$ cat config.mk
export PLATFORM = sky130hd
export DESIGN_NAME = inst_sram_like_to_axi
export DESIGN_NICKNAME = d
export VERILOG_FILES = /design/src/rtl/inst_sram_like_to_axi.sv
export SDC_FILE = /design/constraint.sdc
export NUM_CORES = 1
export LEC_CHECK = 0
export CORE_UTILIZATION = 26
export DETAILED_ROUTE_END_ITERATION = 10
export PLACE_DENSITY = 0.78
export SLEW_MARGIN = 10
export SYNTH_ARGS = -nofsm -noshare
export SYNTH_HDL_FRONTEND = slang
export SYNTH_SLANG_ARGS = --single-unit
$ cat constraint.sdc
create_clock -name clk -period 1.56 [get_ports clk]
set_clock_uncertainty 0.2 [all_clocks]
set_input_delay 0.39 -clock clk [delete_from_list [all_inputs] [get_ports clk]]
set_output_delay 0.39 -clock clk [all_outputs]
set_load 0.02 [all_outputs]
$ cat src/rtl/inst_sram_like_to_axi.sv
// Instruction-side sram_like to AXI3 read bridge: one outstanding single-beat read.
// Define INST_AXI_RSP_REG_EN to register the R beat before returning it to the CPU.
module inst_sram_like_to_axi #(
    parameter int unsigned AXI_ID   = 0,
    parameter int unsigned ID_WIDTH = 4
) (
    input  logic                clk,
    input  logic                rst,
    input  logic                inst_req,
    input  logic                inst_wr,
    input  logic [1:0]          inst_size,
    input  logic [31:0]         inst_addr,
    input  logic [31:0]         inst_wdata,
    output logic                inst_addr_ok,
    output logic                inst_data_ok,
    output logic [31:0]         inst_rdata,
    output logic                inst_bus_err,
    output logic [ID_WIDTH-1:0] arid,
    output logic [31:0]         araddr,
    output logic [3:0]          arlen,
    output logic [2:0]          arsize,
    output logic [1:0]          arburst,
    output logic [1:0]          arlock,
    output logic [3:0]          arcache,
    output logic [2:0]          arprot,
    output logic                arvalid,
    input  logic                arready,
    input  logic [ID_WIDTH-1:0] rid,
    input  logic [31:0]         rdata,
    input  logic [1:0]          rresp,
    input  logic                rlast,
    input  logic                rvalid,
    output logic                rready
);

`ifdef INST_AXI_RSP_REG_EN
    typedef enum logic [1:0] {IDLE, AR, R, RSP} state_t;
    logic [31:0] rsp_data_q;
`else
    typedef enum logic [1:0] {IDLE, AR, R} state_t;
`endif

    state_t      state;
    logic [31:0] araddr_q;
    logic [2:0]  arsize_q;
    logic        arvalid_q;
    logic        rready_q;
    logic        bus_err_q;

    always_ff @(posedge clk or negedge rst) begin
        if (!rst) begin
            state     <= IDLE;
            araddr_q  <= '0;
            arsize_q  <= '0;
            arvalid_q <= 1'b0;
            rready_q  <= 1'b0;
            bus_err_q <= 1'b0;
`ifdef INST_AXI_RSP_REG_EN
            rsp_data_q <= '0;
`endif
        end else begin
            case (state)
                IDLE: begin
                    if (inst_req) begin
                        araddr_q  <= inst_addr;
                        arsize_q  <= {1'b0, inst_size};
                        arvalid_q <= 1'b1;
                        state     <= AR;
                    end
                end
                AR: begin
                    if (arready) begin
                        arvalid_q <= 1'b0;
                        rready_q  <= 1'b1;
                        state     <= R;
                    end
                end
                R: begin
                    // single beat: rlast/rid are not needed to complete
                    if (rvalid) begin
                        rready_q <= 1'b0;
                        if (rresp != 2'b00) begin
                            bus_err_q <= 1'b1;
                        end
`ifdef INST_AXI_RSP_REG_EN
                        rsp_data_q <= rdata;
                        state      <= RSP;
`else
                        state      <= IDLE;
`endif
                    end
                end
`ifdef INST_AXI_RSP_REG_EN
                RSP: state <= IDLE;
`endif
                default: state <= IDLE;
            endcase
        end
    end

    assign inst_addr_ok = rst && (state == IDLE) && inst_req;

`ifdef INST_AXI_RSP_REG_EN
    assign inst_data_ok = (state == RSP);
    assign inst_rdata   = inst_data_ok ? rsp_data_q : '0;
`else
    assign inst_data_ok = (state == R) && rvalid;
    assign inst_rdata   = inst_data_ok ? rdata : '0;
`endif

    assign inst_bus_err = bus_err_q;
    assign arid         = ID_WIDTH'(AXI_ID);
    assign araddr       = araddr_q;
    assign arlen        = 4'd0;
    assign arsize       = arsize_q;
    assign arburst      = 2'b01;
    assign arlock       = 2'b00;
    assign arcache      = 4'd0;
    assign arprot       = 3'd0;
    assign arvalid      = arvalid_q;
    assign rready       = rready_q;

    logic unused_ok;
    assign unused_ok = ^{inst_wr, inst_wdata, rid, rlast, 1'b0};

endmodule

# Yosys cells after proc, flatten, opt, wreduce, memory -nomap -nowiden

Cells that the tools add are included.

Bits in registers: 39
Output and inout bits: 91
Logic and storage cells: 34

Eq/ne operators: 5
Mux-type cells: 11
Reduce and logical (&&, ||, !) cells: 12

Operator list:

| cell                 | count |
|---|---|
| $mux W32             | 1 |
| $reduce_and A3 Y1    | 4 |
| $mux W2              | 3 |
| $ne A2 B2 Y1 const B | 3 |
| $pmux W2 S3          | 1 |
| $reduce_bool A2 Y1   | 3 |
| $mux W1              | 4 |
| $pmux W1 S2          | 2 |
| $logic_and A1 B1 Y1  | 3 |
| $eq A2 B1 Y1 const B | 1 |
| $eq A2 B2 Y1 const B | 1 |
| $logic_not A2 Y1     | 1 |
| $reduce_and A2 Y1    | 1 |

# Depth between registers and ports, before layout

Gate-level depths: netlist of run 1.

Depth after elaboration: 3
Depth in mapped cells: 5

# Worst setup path before layout of run 1

Ideal clock, no wire load.

Path kind: reg2out
From: reg state[0]
To: out inst_addr_ok
Data arrival time: 1278 ps
Data required time: 970 ps
Path slack: -308 ps
Stages on the path, launching flop included: 5
Buffers on the path: 2
Path through: dfrtp_1 > buf_6 > nor3b_4 > buf_6 > and2_1

Longest elaborated chain between the ends: 3

Ends and longest elaborated chain:

| what                             | RTL line | text |
|---|---|---|
| start, declared                  | 43       | `state_t state;` |
| start signal, assigned           | 52       | `state <= IDLE;` |
| start signal, assigned           | 68       | `state <= AR;` |
| start signal, assigned           | 75       | `state <= R;` |
| $logic_not A2 Y1                 | 101      | `assign inst_addr_ok = rst && (state == IDLE) && inst_req;` |
| $logic_and A1 B1 Y1 (2 in a row) | 101      |  |
| end, declared                    | 14       | `output logic inst_addr_ok,` |

Every way passes these cells.

# Worst setup path after layout of run 1

From: reg state[1]
To: out inst_rdata[19]

Longest elaborated chain between the ends: 3

Ends and longest elaborated chain:

| what                | RTL line | text |
|---|---|---|
| $eq A2 B2 Y1        | 107      | `assign inst_data_ok = (state == R) && rvalid;` |
| $logic_and A1 B1 Y1 | 107      |  |
| $mux W32            | 108      | `assign inst_rdata = inst_data_ok ? rdata : '0;` |
| end, declared       | 16       | `output logic [31:0] inst_rdata,` |

Every way passes these cells.

==> impl_metrics.py, run 1 <==
metrics = {
    "global_routing": {
        "grt_overflow": 0,
        "antenna_found_initial": 0,
        "first_global_vias": 1781,
        "busiest_layer": "met2",
        "grt_util_met2_pct": 29.3,
        "grt_pass1_wl_um": 9240,
        "met1_usage_pct": 18.0,
        "grt_usage_pct": 16.0,
        "met3_usage_pct": 5.12,
        "grt_max_degree": 40,
    },
    "die": {
        "coreArea_mm2": 0.00691,
        "fp.dieW_um": 87.4,
        "die_area_mm2": 0.00764,
        "io_pins": 202,
        "initial_core_util_pct": 27.4,
        "rows": 30,
        "dieHeight_um": 87.4,
    },
    "clock_network": {
        "clk_pin_slew_ns": 0.07,
        "cts.path.max_buffers": 2,
        "root_buffer": "clkbuf_8",
        "htreeDepth": 2,
        "clkLatencyLatePin_ns": 0.28,
        "cts_tree": "yes",
        "cts_sinks": 39,
        "cts_inserted_buffers": 5,
    },
    "critical_path": {
        "worstPathMaxFanout": 5,
        "critical_path.endpoint_type": "output port",
        "critPathKind": "flip-flop to output port",
        "crit_arrival_ns": 1.52,
        "cpMostUsedCell": "buf_12",
        "critical-path-slowest-cell": "dfrtp_1",
        "start_kind": "flip-flop",
        "max_stage_delay_ns": 0.38,
        "crit_family": "buffers and inverters",
        "required_ns": 0.97,
        "cp_num_buf_inv": 4,
        "crit_chain": "and3b_2 -> buf_12 -> buf_12 -> buf_16 -> and2_4 -> buf_6",
    },
    "detailed_routing": {
        "post_drt_wl_per_cell_um": 14.8,
        "ant_nets": 0,
        "drc": 0,
        "vias_per_cell": 4.09,
        "first_iter_violations": 35,
        "drt_wl_total_um": 6130,
        "vias": 1695,
        "first_pass_iters": 4,
    },
    "sta": {
        "finalSetupTns_ns": -23.64,
        "setup-violations-final": 68,
        "period_needed_ns": 2.11,
        "tightest_slew_ns": 0.504,
        "period_share_pct": 135,
        "fin_hold_ws_ns": 0.266,
        "hold_viol_final": 0,
        "setup_ws_ns": -0.548,
        "slew_headroom_pct": 66.4,
        "timing.fmax_ghz": 0.474,
        "rsz0062_at_grt": "true",
        "slew_viol_final": 0,
    },
    "layout": {
        "area_growth_syn_to_layout_pct": 107,
        "layout-drive-gt1-share_pct": 54.1,
        "nets": 430,
        "diodes": 0,
        "multi_input_area_um2": 977,
        "final_cell_area_mm2": 0.00392,
        "nFillCells": 588,
        "final_common_cell": "clkdlybuf4s50_1",
        "mostFrequentLayoutCells": "69 x clkdlybuf4s50_1, 39 x dfrtp_1, 36 x buf_6, 33 x and2_4, 33 x mux2_4",
        "fin_util_pct": 56.8,
        "area.sequential_um2": 976,
    },
    "placed_design": {
        "hpwl_um": 4070,
        "gp_congestion": 0.806,
        "numPortBuffers": 143,
        "place_area_mm2": 0.00352,
        "pre_cts_ws_ns": -1.06,
    },
    "power_and_ir_drop": {
        "p_comb_share_pct": 55.8,
        "p_leak_nw": 1.83,
        "netSwitchingPower_mw": 1.96,
        "vdd_drop_max_v": 0.000779,
        "clkPwrFrac_pct": 12.0,
        "power.internal_mw": 3.41,
        "switching_share_pct": 36.4,
        "power_density_mw_per_mm2": 1370,
        "pwr-share-seq_pct": 32.1,
    },
    "hold_path": {
        "hp-class": "flip-flop to flip-flop",
    },
    "status": {
        "violations": "setup timing",
        "status": "finished, violations left",
    },
    "yosys": {
        "synth_compound_area_share_pct": 1.72,
        "synthMuxAreaShare_pct": 20.7,
        "synth_area_per_cell_um2": 12.3,
        "synth_xor_area_share_pct": 0,
        "synth_top_family_by_area": "multiplexers",
        "yosys_warnings": 0,
        "yosys-top-cells-area": "dfrtp_1 51%, mux2_2 20%, and2_1 11%",
        "yosysSeqAreaShare_pct": 51.5,
        "ys_types": 19,
        "synth_top_area_cell": "dfrtp_1",
        "synth_seq_cells": 39,
        "syn_area_mm2": 0.00190,
        "synth-simple-area-share_pct": 14.1,
        "netlist.area_leader.share_pct": 51.5,
        "synthAdderAreaFrac_pct": 0,
        "synth_cells": 154,
    },
    "run": {
        "cap_violations": 0,
    },
}
==> synth_stat cells <==
master / n
a21oi_1: 2
and2_1: 33
and3b_2: 1
buf_2: 2
buf_4: 20
buf_6: 4
clkbuf_1: 2
conb_1: 2
dfrtp_1: 39
inv_1: 2
mux2_2: 34
mux2i_1: 1
nand2_1: 2
nand2b_1: 1
nor2_1: 3
nor2b_1: 1
nor3b_4: 1
o21ai_0: 3
o31ai_1: 1
==> worst register-to-register path: cells and delay by family (launching register included) <==
family | cells | cell delay [ns]
multiplexers | 1 | 0.29
buffers and inverters | 5 | 0.64
AND/OR/NAND/NOR | 1 | 0.23
flip-flops | 1 | 0.38
==> area by class of cell <==
type	count	share of cell area (%)
inverter	2	0.191
multi-input combinational	103	24.9
timing repair buffer	168	45.0
clock inverter	1	0.191
sequential	39	24.9
tap	96	3.06
clock buffer	5	1.75
==> stage by stage <==
step	power [mW]	cells
6_report	5.37	414
5_1_grt	5.67	414
4_1_cts	5.63	418
3_5_place_dp	4.60	390
3_3_place_gp	4.55	390
2_1_floorplan	3.30	172
==> kinds of logic after synthesis <==
family | count (synthesis)
flops | 39
mux | 35
other cells | 2
compound gates | 6
buf+inv | 30
simple gates | 42
==> repair_timing <==
action | 4_1_cts | 5_1_grt
hold endpoints to repair | 11 | 0
hold buffers | 1 | 0
cloned | 8 | 1
buffers inserted | 13 | 4
resized for setup | 334 | 37
pin swaps | 3 | 3
setup endpoints to repair | 105 | 88
==> routing by layer <==
layer | vias up | part of all wire (%)
li1 | 784 | -
met1 | 796 | 37
met2 | 109 | 53
met3 | 6 | 9.6
met4 | 0 | 0.93
met5 | - | 0
==> sequential cells by signal, indices dropped and copies added (netlist names) <==
| register | flops |
|---|---|
| arvalid | 1 |
| inst_bus_err | 1 |
| arsize | 2 |
| araddr | 32 |
| rready | 1 |
| state | 2 |
==> power groups by stage <==
stage	registers, mW	clock network, mW	logic [mW]
final	1.73	0.646	3.00
after CTS	1.73	0.688	3.21
after global routing	1.79	0.722	3.17
after global placement	1.72	0	2.83
after detailed placement	1.74	0	2.87
after floorplan	2.28	0	1.02
==> worst paths after layout <==
check                                         startpoint  cells past startpoint  slack (ns)                        to
worst min register to register  inst_bus_err$_DFFE_PN0P_                      1        0.27  inst_bus_err$_DFFE_PN0P_
max in group asynchronous                            rst                      3        0.29      state[0]$_DFFE_PN0P_
min in group asynchronous                            rst                      3        0.51     araddr[1]$_DFFE_PN0P_
worst max-delay path                state[1]$_DFFE_PN0P_                      6       -0.55            inst_rdata[19]
worst min-delay path            inst_bus_err$_DFFE_PN0P_                      1        0.27  inst_bus_err$_DFFE_PN0P_
worst max register to register      state[1]$_DFFE_PN0P_                      7       -0.29     araddr[8]$_DFFE_PN0P_
Power figures use the tool's default switching activity.
==> run 2: changes to the inputs <==
--- a/config.mk
+++ b/config.mk
@@ -7,8 +7,8 @@
 export LEC_CHECK = 0
 export CORE_UTILIZATION = 26
 export DETAILED_ROUTE_END_ITERATION = 10
-export PLACE_DENSITY = 0.78
-export SLEW_MARGIN = 10
+export PLACE_DENSITY = 0.88
+export SLEW_MARGIN = 0
 export SYNTH_ARGS = -nofsm -noshare
 export SYNTH_HDL_FRONTEND = slang
 export SYNTH_SLANG_ARGS = --single-unit
==> run 2 against run 1 <==
Net effect:
- the run still ends with setup timing left
- count of clock-buffer cells in the layout stayed put
- maximum frequency is 3.2% higher
- hold slack improved by 0.014 ns
- largest power group unchanged
- highest routed layer unchanged
==> impl_metrics.py, run 2 (synthesized netlist as in run 1, its figures left out) <==
metrics = {
    "placed_design": {
        "hpwl_um": 4330,
        "numPortBuffers": 143,
        "gp_congestion": 0.782,
        "dp_cells": 391,
        "pre_cts_ws_ns": -1.07,
        "place_area_mm2": 0.00353,
    },
    "critical_path": {
        "start_kind": "flip-flop",
        "worstPathMaxFanout": 8,
        "endpoint": "inst_rdata[15]",
        "ff2ff_setup_slack_ns": -0.41,
        "critPathKind": "flip-flop to output port",
        "required_ns": 0.97,
        "crit_arrival_ns": 1.45,
        "r2r_start": "state[0]$_DFFE_PN0P_",
        "reg2reg_depth": 8,
        "reg2reg_to": "araddr[2]$_DFFE_PN0P_",
        "cp-startpoint": "state[1]$_DFFE_PN0P_",
        "critical_path.endpoint_type": "output port",
    },
    "sta": {
        "setup_ws_ns": -0.482,
        "setup-violations-final": 68,
        "finalSetupTns_ns": -26.76,
        "period_share_pct": 131,
        "rsz0062_at_grt": "true",
        "hold_viol_final": 0,
        "period_needed_ns": 2.04,
        "slew_viol_final": 0,
        "timing.fmax_ghz": 0.490,
    },
    "layout": {
        "nFillCells": 592,
        "nets": 431,
        "final_cell_area_mm2": 0.00395,
        "area_growth_syn_to_layout_pct": 108,
        "diodes": 0,
        "mostFrequentLayoutCells": "69 x clkdlybuf4s50_1, 39 x dfrtp_1, 37 x buf_6, 34 x mux2_4, 33 x and2_4",
        "final_common_cell": "clkdlybuf4s50_1",
        "largest_reg_flops": 32,
        "layout-drive-gt1-share_pct": 54.2,
        "finish.cell_count_without_fillers": 417,
    },
    "power_and_ir_drop": {
        "power_mw": 5.58,
        "p_leak_nw": 1.86,
        "vdd_drop_max_v": 0.000906,
        "power_density_mw_per_mm2": 1410,
    },
    "die": {
        "dieHeight_um": 87.4,
        "coreArea_mm2": 0.00691,
        "die_area_mm2": 0.00764,
        "initial_core_util_pct": 27.4,
        "io_pins": 202,
        "fp.dieW_um": 87.4,
        "rows": 30,
    },
    "hold_path": {
        "hp-class": "flip-flop to flip-flop",
    },
    "clock_network": {
        "clkLatencyLatePin_ns": 0.28,
        "htreeDepth": 2,
        "cts.path.max_buffers": 2,
        "root_buffer": "clkbuf_8",
        "cts_inserted_buffers": 5,
        "clk_pin_slew_ns": 0.08,
        "cts_tree": "yes",
        "cts_sinks": 39,
    },
    "detailed_routing": {
        "drt_wl_total_um": 6360,
        "ant_nets": 0,
        "first_pass_iters": 2,
        "vias_per_cell": 4.13,
        "post_drt_wl_per_cell_um": 15.2,
        "first_iter_violations": 12,
        "drc": 0,
        "vias": 1721,
    },
    "status": {
        "violations": "setup timing",
        "status": "finished, violations left",
    },
    "global_routing": {
        "grt_max_degree": 40,
        "grt_pass1_wl_um": 9970,
        "grt_usage_pct": 17.7,
        "first_global_vias": 1894,
        "antenna_found_initial": 0,
        "grt_overflow": 0,
    },
    "run": {
        "cap_violations": 0,
    },
}
==> run 2: timing repair <==
item	in CTS	in global routing
cloned	9	0
pin swaps	3	3
setup endpoints to repair	105	92
hold endpoints to repair	10	0
hold buffers	1	0
gates resized for setup	347	35
buffers inserted	11	4
==> run 2: area by class of cell <==
cell class | instances | area, µm² | share of cell area, %
Tap cell | 96 | 120 | 3.04
Clock inverter | 3 | 43.8 | 1.11
Clock buffer | 5 | 68.8 | 1.74
Inverter | 2 | 7.51 | 0.190
Multi-Input combinational cell | 103 | 977 | 24.8
Sequential cell | 39 | 976 | 24.7
Timing Repair Buffer | 169 | 1750 | 44.4
==> run 2: worst max-delay path, cell delays in order (launching register included) <==
cell	delay (ns)
dfrtp_1	0.40
and3b_2	0.23
buf_8	0.15
buf_16	0.13
and2_4	0.13
buf_6	0.12
==> run 2: routing by layer <==
metal	part of all wire, %	vias up	GRT usage [%]
li1	-	790	-
met1	36	817	18.9
met2	54	106	33.7
met3	8.8	8	4.74
met4	1.3	0	4.92
met5	0	-	0
==> run 2: worst min path at each step <==
| stage | from | slack, ns | endpoint | cells past startpoint |
|---|---|---|---|---|
| floorplan | rst | -0.11 | araddr[0]$_DFFE_PN0P_ | 0 |
| global placement | inst_bus_err$_DFFE_PN0P_ | 0.26 | inst_bus_err$_DFFE_PN0P_ | 1 |
| detailed placement | inst_bus_err$_DFFE_PN0P_ | 0.27 | inst_bus_err$_DFFE_PN0P_ | 1 |
| CTS | inst_bus_err$_DFFE_PN0P_ | 0.29 | inst_bus_err$_DFFE_PN0P_ | 1 |
| global route | inst_bus_err$_DFFE_PN0P_ | 0.30 | inst_bus_err$_DFFE_PN0P_ | 1 |
| finish | inst_bus_err$_DFFE_PN0P_ | 0.28 | inst_bus_err$_DFFE_PN0P_ | 1 |
==> run 2: power breakdown <==
part / internal (mW) / leakage [nW] / switching [mW] / total [mW]
Sequential: 1.47 / 0.454 / 0.262 / 1.73
Combinational: 1.65 / 1.35 / 1.36 / 3.01
Clock: 0.476 / 0.0581 / 0.364 / 0.840
Total: 3.59 / 1.86 / 1.99 / 5.58
==> run 2: per-stage QoR <==
| step | hold WS, ns | util [%] |
|---|---|---|
| 3_3_place_gp | 0.255 | 51.1 |
| 6_report | 0.281 | 57.1 |
| 3_5_place_dp | 0.267 | 51.1 |
| 2_1_floorplan | -0.106 | - |
| 4_1_cts | 0.287 | 60.3 |
| 5_1_grt | 0.300 | 57.1 |
==> run 3: changes to the inputs <==
--- a/config.mk
+++ b/config.mk
@@ -5,9 +5,12 @@
 export SDC_FILE = /design/constraint.sdc
 export NUM_CORES = 1
 export LEC_CHECK = 0
+export CORE_MARGIN = 2
 export CORE_UTILIZATION = 26
 export DETAILED_ROUTE_END_ITERATION = 10
+export GPL_ROUTABILITY_DRIVEN = 0
 export PLACE_DENSITY = 0.88
+export SETUP_SLACK_MARGIN = 0.02
 export SLEW_MARGIN = 0
 export SYNTH_ARGS = -nofsm -noshare
 export SYNTH_HDL_FRONTEND = slang
==> run 3 against run 2 <==
Net effect:
- setup slack got worse by 0.13 ns
- clock power decreased by 15%
- largest cell class unchanged
- the flow still finishes with violations (setup timing)
- final area decreased by 2.7%
- register-to-register slack improved by 0.07 ns
- sequential power about the same
- maximum frequency decreased by 5.8%
- critical endpoint is now inst_rdata[16]
==> impl_metrics.py, run 3 (synthesized netlist as in run 1, its figures left out) <==
metrics = {
    "status": {
        "status": "finished, violations left",
        "violations": "setup timing",
    },
    "power_and_ir_drop": {
        "p_leak_nw": 1.82,
        "power_density_mw_per_mm2": 1390,
        "vdd_drop_max_v": 0.000732,
        "power_mw": 5.34,
    },
    "detailed_routing": {
        "first_pass_iters": 4,
        "vias_per_cell": 4.05,
        "first_iter_violations": 22,
        "drc": 0,
        "drt_wl_total_um": 6620,
        "vias": 1702,
        "post_drt_wl_per_cell_um": 15.8,
        "ant_nets": 0,
    },
    "sta": {
        "setup-violations-final": 68,
        "slew_headroom_pct": 65.9,
        "tightest_slew_ns": 0.512,
        "rsz0062_at_grt": "true",
        "fin_hold_ws_ns": 0.276,
        "period_share_pct": 139,
        "hold_viol_final": 0,
        "finalSetupTns_ns": -26.56,
        "slew_viol_final": 0,
        "setup_ws_ns": -0.607,
        "period_needed_ns": 2.17,
        "timing.fmax_ghz": 0.462,
    },
    "critical_path": {
        "crit_family": "buffers and inverters",
        "ff2ff_setup_slack_ns": -0.34,
        "critPathKind": "flip-flop to output port",
        "critical_path.endpoint_type": "output port",
        "max_stage_delay_ns": 0.40,
        "crit_arrival_ns": 1.58,
        "start_kind": "flip-flop",
        "cpMostUsedCell": "buf_12",
        "worstPathMaxFanout": 4,
        "critical-path-slowest-cell": "dfrtp_1",
        "crit_chain": "and3b_2 -> buf_12 -> buf_12 -> buf_16 -> and2_4 -> buf_6",
        "cp_num_buf_inv": 4,
        "required_ns": 0.97,
    },
    "placed_design": {
        "place_area_mm2": 0.00354,
        "pre_cts_ws_ns": -1.06,
        "dp_cells": 395,
        "numPortBuffers": 143,
    },
    "clock_network": {
        "clkLatencyLatePin_ns": 0.29,
        "cts.path.max_buffers": 2,
        "cts_tree": "yes",
        "cts_inserted_buffers": 5,
        "clk_pin_slew_ns": 0.08,
        "cts_sinks": 39,
        "htreeDepth": 2,
        "root_buffer": "clkbuf_8",
    },
    "layout": {
        "layout-drive-gt1-share_pct": 54.2,
        "fin_util_pct": 53.8,
        "area_growth_syn_to_layout_pct": 103,
        "nets": 431,
        "finish.cell_count_without_fillers": 420,
        "final_cell_area_mm2": 0.00384,
        "mostFrequentLayoutCells": "69 x clkdlybuf4s50_1, 40 x buf_6, 39 x dfrtp_1, 37 x buf_2, 34 x mux2_4",
        "largest_reg_flops": 32,
        "diodes": 0,
        "final_common_cell": "clkdlybuf4s50_1",
    },
    "die": {
        "io_pins": 202,
        "coreArea_mm2": 0.00714,
        "dieHeight_um": 89.4,
        "rows": 31,
        "die_area_mm2": 0.00799,
        "initial_core_util_pct": 26.6,
        "fp.dieW_um": 89.4,
    },
    "global_routing": {
        "grt_max_degree": 40,
        "antenna_found_initial": 0,
        "grt_pass1_wl_um": 9840,
        "grt_usage_pct": 16.9,
        "grt_overflow": 0,
        "first_global_vias": 1897,
    },
    "hold_path": {
        "hp-class": "flip-flop to flip-flop",
    },
    "run": {
        "cap_violations": 0,
    },
}
-- run 3: cell types whose count changed in the layout (fill, tap and decap cells not counted), moves of 2 or more --
cell             previous run  this run
buf_6                      37        40
buf_2                      19        37
buf_12                      4         7
buf_16                      5         3
clkdlybuf4s15_2            13         1
buf_8                       4         1
clkinvlp_4                  0         2
clkbuf_2                    6         0
-- run 3: timing repair --
action | in CTS | in global routing
gates cloned | 9 | 0
pin swaps | 3 | 3
hold buffers | 1 | 0
setup buffers | 14 | 3
resized for setup | 368 | 29
endpoints found under the setup margin | 105 | 89
hold endpoints to repair | 39 | 0
-- run 3: path summary, 6_finish.rpt --
path | end | start | cells past startpoint
worst min register to register | inst_bus_err$_DFFE_PN0P_ | inst_bus_err$_DFFE_PN0P_ | 1
min in group asynchronous | state[1]$_DFFE_PN0P_ | rst | 3
worst min-delay path | inst_bus_err$_DFFE_PN0P_ | inst_bus_err$_DFFE_PN0P_ | 1
max in group asynchronous | araddr[25]$_DFFE_PN0P_ | rst | 3
worst max register to register | araddr[5]$_DFFE_PN0P_ | state[1]$_DFFE_PN0P_ | 7
worst max-delay path | inst_rdata[16] | state[1]$_DFFE_PN0P_ | 6
-- run 3: report_power, final --
group / internal [mW] / switching (mW) / total [mW]
Clock: 0.320 / 0.394 / 0.714
Combinational: 1.54 / 1.36 / 2.90
Sequential: 1.47 / 0.256 / 1.72
-- run 3: area by class of cell --
type                    count  area, µm²
multi-input cells         103        977
fillers                   640       3300
inverters                   2       7.51
well taps                  99        124
clock buffers               5       68.8
repair buffers            169       1660
clock inverters             3       23.8
flip-flops and latches     39        976
-- run 3: layer usage --
metal / vias to the layer above / part of all wire, % / wire length [µm] / track usage (%)
met5: - / 0 / 0 / 0
met4: 0 / 0.73 / 48 / 3.39
met3: 5 / 8.0 / 530 / 3.88
met2: 107 / 55 / 3640 / 33.1
met1: 797 / 36 / 2400 / 18.3
li1: 793 / - / - / -
-- run 3: worst register-to-register path, cell delays in order (launching register included) --
cell     delay (ns)
dfrtp_1        0.40
buf_4          0.14
buf_6          0.11
nor3b_4        0.21
buf_6          0.17
buf_6          0.13
buf_12         0.13
mux2_4         0.31
